===== src/rtl/command_responder.sv =====
// UART reply encoder: captures one completed transaction and serialises it
// as a 1, 3 or 7 byte reply frame through a start/done byte handshake.
module command_responder #(
    parameter int GAP_CYCLES = 2,
    parameter int TX_TIMEOUT = 20000
) (
    input  logic        clock,
    input  logic        reset,
    input  logic        i_start,
    input  logic        i_readwrite,
    input  logic [1:0]  i_error,
    input  logic [14:0] i_address,
    input  logic [31:0] i_data,
    input  logic        i_tx_done,
    output logic [7:0]  o_tx_byte,
    output logic        o_tx_start,
    output logic        o_busy,
    output logic        o_done,
    output logic        o_timeout
);

    // One counter serves both the per-byte timeout and the inter-byte gap.
    localparam int CNT_MAX = (TX_TIMEOUT > GAP_CYCLES) ? TX_TIMEOUT : GAP_CYCLES;
    localparam int CNT_W   = (CNT_MAX > 2) ? $clog2(CNT_MAX) : 1;
    localparam int GAP_END = (GAP_CYCLES > 0) ? GAP_CYCLES - 1 : 0;
    localparam int TO_END  = (TX_TIMEOUT > 0) ? TX_TIMEOUT - 1 : 0;

    localparam logic [CNT_W-1:0] GAP_LAST     = CNT_W'(GAP_END);
    localparam logic [CNT_W-1:0] TIMEOUT_LAST = CNT_W'(TO_END);

    typedef enum logic [2:0] {
        S_IDLE,
        S_SEND,
        S_WAIT,
        S_GAP,
        S_DONE
    } state_t;

    state_t            state_q, state_d;
    logic [2:0]        idx_q, idx_d;
    logic [CNT_W-1:0]  cnt_q, cnt_d;
    logic              rw_q, rw_d;
    logic [1:0]        err_q, err_d;
    logic [14:0]       addr_q, addr_d;
    logic [31:0]       data_q, data_d;
    logic              abort_q, abort_d;
    logic [7:0]        tx_byte_q, tx_byte_d;
    logic              tx_start_q, tx_start_d;
    logic              busy_q, busy_d;
    logic              done_q, done_d;
    logic              timeout_q, timeout_d;

    logic [7:0]        frame_byte;
    logic [2:0]        frame_last;
    logic              last_byte;

    // Select the frame byte at the current index from the captured transaction.
    always_comb begin
        frame_byte = 8'h00;
        frame_last = 3'd0;
        if (err_q != 2'd0) begin
            frame_byte = {6'b111000, err_q};
            frame_last = 3'd0;
        end else begin
            frame_last = rw_q ? 3'd6 : 3'd2;
            case (idx_q)
                3'd0:    frame_byte = rw_q ? 8'hA1 : 8'hA0;
                3'd1:    frame_byte = addr_q[7:0];
                3'd2:    frame_byte = {1'b0, addr_q[14:8]};
                3'd3:    frame_byte = data_q[7:0];
                3'd4:    frame_byte = data_q[15:8];
                3'd5:    frame_byte = data_q[23:16];
                3'd6:    frame_byte = data_q[31:24];
                default: frame_byte = 8'h00;
            endcase
        end
    end

    assign last_byte = (idx_q == frame_last);

    // Next-state and registered-output logic for the reply FSM.
    always_comb begin
        // NOTE: every signal gets a default first so no path can infer a latch.
        state_d    = state_q;
        idx_d      = idx_q;
        cnt_d      = cnt_q;
        rw_d       = rw_q;
        err_d      = err_q;
        addr_d     = addr_q;
        data_d     = data_q;
        abort_d    = abort_q;
        tx_byte_d  = tx_byte_q;
        tx_start_d = tx_start_q;
        busy_d     = busy_q;
        done_d     = done_q;
        timeout_d  = timeout_q;

        case (state_q)
            S_IDLE: begin
                done_d    = 1'b0;
                timeout_d = 1'b0;
                // The idle cycle that still shows the o_done pulse refuses a new request.
                if (i_start && !done_q) begin
                    rw_d    = i_readwrite;
                    err_d   = i_error;
                    addr_d  = i_address;
                    data_d  = i_data;
                    abort_d = 1'b0;
                    busy_d  = 1'b1;
                    idx_d   = 3'd0;
                    state_d = S_SEND;
                end
            end
            S_SEND: begin
                tx_byte_d  = frame_byte;
                tx_start_d = 1'b1;
                cnt_d      = '0;
                state_d    = S_WAIT;
            end
            S_WAIT: begin
                tx_start_d = 1'b0;
                // A done coinciding with our own start pulse belongs to nothing we sent.
                if (i_tx_done && !tx_start_q) begin
                    if (last_byte) begin
                        state_d = S_DONE;
                    end else begin
                        idx_d   = idx_q + 3'd1;
                        cnt_d   = '0;
                        state_d = (GAP_CYCLES == 0) ? S_SEND : S_GAP;
                    end
                end else if (cnt_q == TIMEOUT_LAST) begin
                    abort_d = 1'b1;
                    state_d = S_DONE;
                end else begin
                    cnt_d = cnt_q + CNT_W'(1);
                end
            end
            S_GAP: begin
                if (cnt_q == GAP_LAST) begin
                    state_d = S_SEND;
                end else begin
                    cnt_d = cnt_q + CNT_W'(1);
                end
            end
            S_DONE: begin
                // Timeout is reported alongside o_done, not one cycle earlier.
                done_d    = 1'b1;
                timeout_d = abort_q;
                busy_d    = 1'b0;
                state_d   = S_IDLE;
            end
            default: begin
                state_d = S_IDLE;
            end
        endcase
    end

    // State and output registers; reset aborts any frame in flight.
    always_ff @(posedge clock or negedge reset) begin
        if (!reset) begin
            // NOTE: the capture registers are reset too so a frame can never
            // be built from stale data left over from before reset.
            state_q    <= S_IDLE;
            idx_q      <= 3'd0;
            cnt_q      <= '0;
            rw_q       <= 1'b0;
            err_q      <= 2'd0;
            addr_q     <= 15'd0;
            data_q     <= 32'd0;
            abort_q    <= 1'b0;
            tx_byte_q  <= 8'h00;
            tx_start_q <= 1'b0;
            busy_q     <= 1'b0;
            done_q     <= 1'b0;
            timeout_q  <= 1'b0;
        end else begin
            // NOTE: non-blocking assignments so every register samples the
            // pre-edge values computed above.
            state_q    <= state_d;
            idx_q      <= idx_d;
            cnt_q      <= cnt_d;
            rw_q       <= rw_d;
            err_q      <= err_d;
            addr_q     <= addr_d;
            data_q     <= data_d;
            abort_q    <= abort_d;
            tx_byte_q  <= tx_byte_d;
            tx_start_q <= tx_start_d;
            busy_q     <= busy_d;
            done_q     <= done_d;
            timeout_q  <= timeout_d;
        end
    end

    assign o_tx_byte  = tx_byte_q;
    assign o_tx_start = tx_start_q;
    assign o_busy     = busy_q;
    assign o_done     = done_q;
    assign o_timeout  = timeout_q;

endmodule


===== config.mk =====
export PLATFORM = sky130hd
export DESIGN_NAME = command_responder
export DESIGN_NICKNAME = d
export VERILOG_FILES = /design/src/rtl/command_responder.sv
export SDC_FILE = /design/constraint.sdc
export NUM_CORES = 1
export LEC_CHECK = 0
export CAP_MARGIN = 20
export CORE_UTILIZATION = 36
export DETAILED_ROUTE_END_ITERATION = 10
export GPL_TIMING_DRIVEN = 0
export PLACE_DENSITY_LB_ADDON = 0.25
export SETUP_SLACK_MARGIN = 0.3
export SYNTH_ARGS = -nofsm -noshare
export SYNTH_HDL_FRONTEND = slang
export SYNTH_SLANG_ARGS = --single-unit
export TNS_END_PERCENT = 5

===== constraint.sdc =====
create_clock -name clock -period 2.4 [get_ports clock]
set_input_delay 0.48 -clock clock [delete_from_list [all_inputs] [get_ports clock]]
set_output_delay 0.48 -clock clock [all_outputs]
set_load 0.005 [all_outputs]

==> flow_metrics.py <==
metrics = {
    "drt": {
        "viasPerCell": 5.22,
        "vias": 3006,
        "wl_per_cell_um": 16.5,
        "drt_iter0_markers": 234,
        "routed_wl_um": 9480,
        "firstDrtPassIters": 4,
        "antenna_left": 0,
        "drcViolationCount": 0,
    },
    "cts": {
        "cts_buffer_depth": 2,
        "clock-sinks": 84,
        "clk_pin_slew_worst_paths_ps": 100,
        "cts_buffers": 9,
        "htreeDepth": 3,
        "clock_latency_ps": 360,
        "root_buffer": "clkbuf_8",
        "cts_tree": "done",
    },
    "logic_synthesis": {
        "synth_warnings": 0,
        "yosysUniqueCellTypes": 44,
        "ys_async_sr_fraction": 1.00,
        "synthFlopType": "dfrtp_1",
        "syn_area_per_cell_um2": 11.6,
        "ys_seq_area_frac": 0.526,
        "synthesis.nets": 407,
        "synthTopCellsByArea": "dfrtp_1 53%, mux2_2 17%, nand2_1 3.0%",
        "yosys.area.top_type": "dfrtp_1",
        "synth-seq-cells": 84,
        "synth_edf_count": 0,
        "netlist_area_um2": 4000,
        "postSynthCellCount": 346,
        "synth_top_area_share": 0.526,
    },
    "final_layout": {
        "syn2layout_area_growth_pct": 30.0,
        "layout.nets": 492,
        "drive_gt1_frac": 0.271,
        "utilization": 0.479,
        "nFillCells": 1026,
        "layout_common_cells": "79 x dfrtp_1, 64 x clkdlybuf4s50_1, 60 x mux2_2",
        "antenna_cells": 0,
        "instances_no_fill": 576,
        "final_common_cell": "dfrtp_1",
    },
    "flow_run": {
        "max_cap_viol_count": 0,
    },
    "timing": {
        "setup_viol": 0,
        "rsz0062_at_grt": "true",
        "period_share": 0.902,
        "finClkSkew_ps": 12.4,
        "timing.hold.ws_ps": 505,
        "final_hold_viol_count": 0,
        "fin_setup_tns_ps": 0,
        "period_minus_slack_ps": 2170,
        "relSlewSlack": 0.540,
        "report.final.slew_viol_count": 0,
        "timing.fmax_ghz": 0.462,
        "worst_pin_slew_ps": 685,
    },
    "die": {
        "die_x_um": 107,
        "die-height_um": 107,
        "io_pins": 66,
        "rows": 38,
        "core_area_um2": 10800,
        "dieArea_um2": 11500,
        "start_util": 0.369,
    },
    "power": {
        "p_per_area_nw_per_um2": 1120,
        "cellLeakagePower_nw": 2.16,
        "peakVddDrop_mv": 0.368,
    },
    "setup_path": {
        "critical_path.endpoint_type": "register",
        "worstPathRequired_ps": 2640,
        "crit_fanout": 7,
        "reg2regPathDepth": 5,
        "startpoint_type": "register",
        "arrival_ps": 2410,
        "timing_worst_setup_path_type": "reg2reg",
    },
    "placed_design": {
        "dp.cells": 552,
        "portBuffers": 65,
        "dpl.hpwl_um": 6740,
        "routabilityCongestion": 0.863,
    },
    "global_route": {
        "grt_pass1_wl_um": 15900,
        "grt_pass1_vias": 3075,
        "grt_usage": 0.180,
        "overflow": 0,
        "antenna_found_initial": 0,
        "grt_max_degree": 73,
    },
    "worst_hold_path": {
        "worstHoldPathType": "reg2reg",
        "min_path_cells": 2,
    },
    "status": {
        "status": "complete, no violations",
    },
}
==> per-layer routing <==
metal  up-vias  routed length, um  track usage
met5         -                  0            0
met4         0                120       0.0587
met3        12                450       0.0351
met2        66               4340        0.271
met1      1477               4580        0.259
li1       1451                  -            -
==> sequential cells by signal (all words and copies together), names as in the netlist <==
signal,flops
addr_q,15
abort_q,1
o_tx_byte,8
err_q,2
o_busy,1
data_q,32
rw_q,1
cnt_q,15
o_tx_start,1
o_timeout,1
o_done,1
idx_q,3
state_q,3
==> cell type report <==
cell class | instances | area, um2 | area share
Buffer | 18 | 103 | 0.0197
Clock buffer | 9 | 124 | 0.0238
Clock inverter | 7 | 90.1 | 0.0173
Timing Repair Buffer | 74 | 738 | 0.142
Multi-Input combinational cell | 238 | 1840 | 0.353
Sequential cell | 84 | 2110 | 0.406
Tap cell | 140 | 175 | 0.0337
Inverter | 6 | 22.5 | 0.00433
==> where the power goes <==
part / switching, mW / internal [mW]
Combinational: 1.11 / 1.25
Clock: 0.588 / 0.512
Sequential: 0.357 / 1.99
==> synth_stat cells (all sizes together), types with 3 or more instances <==
cell and number:
dfrtp 84, mux2 61, nand2 32, a21oi 19
clkbuf 16, nor2 14, nand3 12, a31oi 10
o21ai 10, a22o 8, o21a 8, ha 7
inv 6, nor3 5, or2 5, a221oi 4
a222oi 4, and3 4, nand2b 4, nand4 4
nor4 4, nor2b 3, o22ai 3
==> critical path: stages, from the launching register on <==
cell,delay (ps)
dfrtp_2,430
or4_4,560
nor4_4,240
nor2_1,130
a211o_4,380
mux2_4,310
==> worst paths after layout <==
path / startpoint / end / slack [ps]
min in group asynchronous: reset / cnt_q[9] / 510
min: o_tx_byte[6] / o_tx_byte[6] / 500
min reg2reg: o_tx_byte[6] / o_tx_byte[6] / 500
max in group asynchronous: reset / cnt_q[2] / 1280
max: cnt_q[7] / cnt_q[1] / 230
max reg2reg: cnt_q[7] / cnt_q[1] / 230
==> logic make-up (layout without fill, tap and decap cells) <==
logic type / count (synthesis) / after routing / synth area share
simple gates: 93 / 93 / 0.119
fa+ha+maj: 7 / 7 / 0.0219
xor+xnor: 2 / 2 / 0.00438
flops: 84 / 84 / 0.526
compound gates: 75 / 75 / 0.132
buf+inv: 24 / 114 / 0.0244
mux: 61 / 61 / 0.173
==> what timing repair did <==
action | 4_1_cts | 5_1_grt
endpoints found under the hold margin | 12 | 0
setup buffers | 6 | 1
pin swaps | 5 | 1
gates resized for setup | 19 | 15
hold buffers | 1 | 0
endpoints found under the setup margin | 75 | 69
cloned | 0 | 0
==> per-stage QoR <==
step           worst slack [ps]  power, mW  instance area [um2]
3_5_place_dp               -292       4.61                 4860
3_3_place_gp              -2200       4.54                 4830
6_report                    234       5.81                 5200
2_1_floorplan               277       3.86                 4010
4_1_cts                     220       5.83                 5170
5_1_grt                     175       6.20                 5200
No activity file was read; power rests on OpenSTA's default activity.
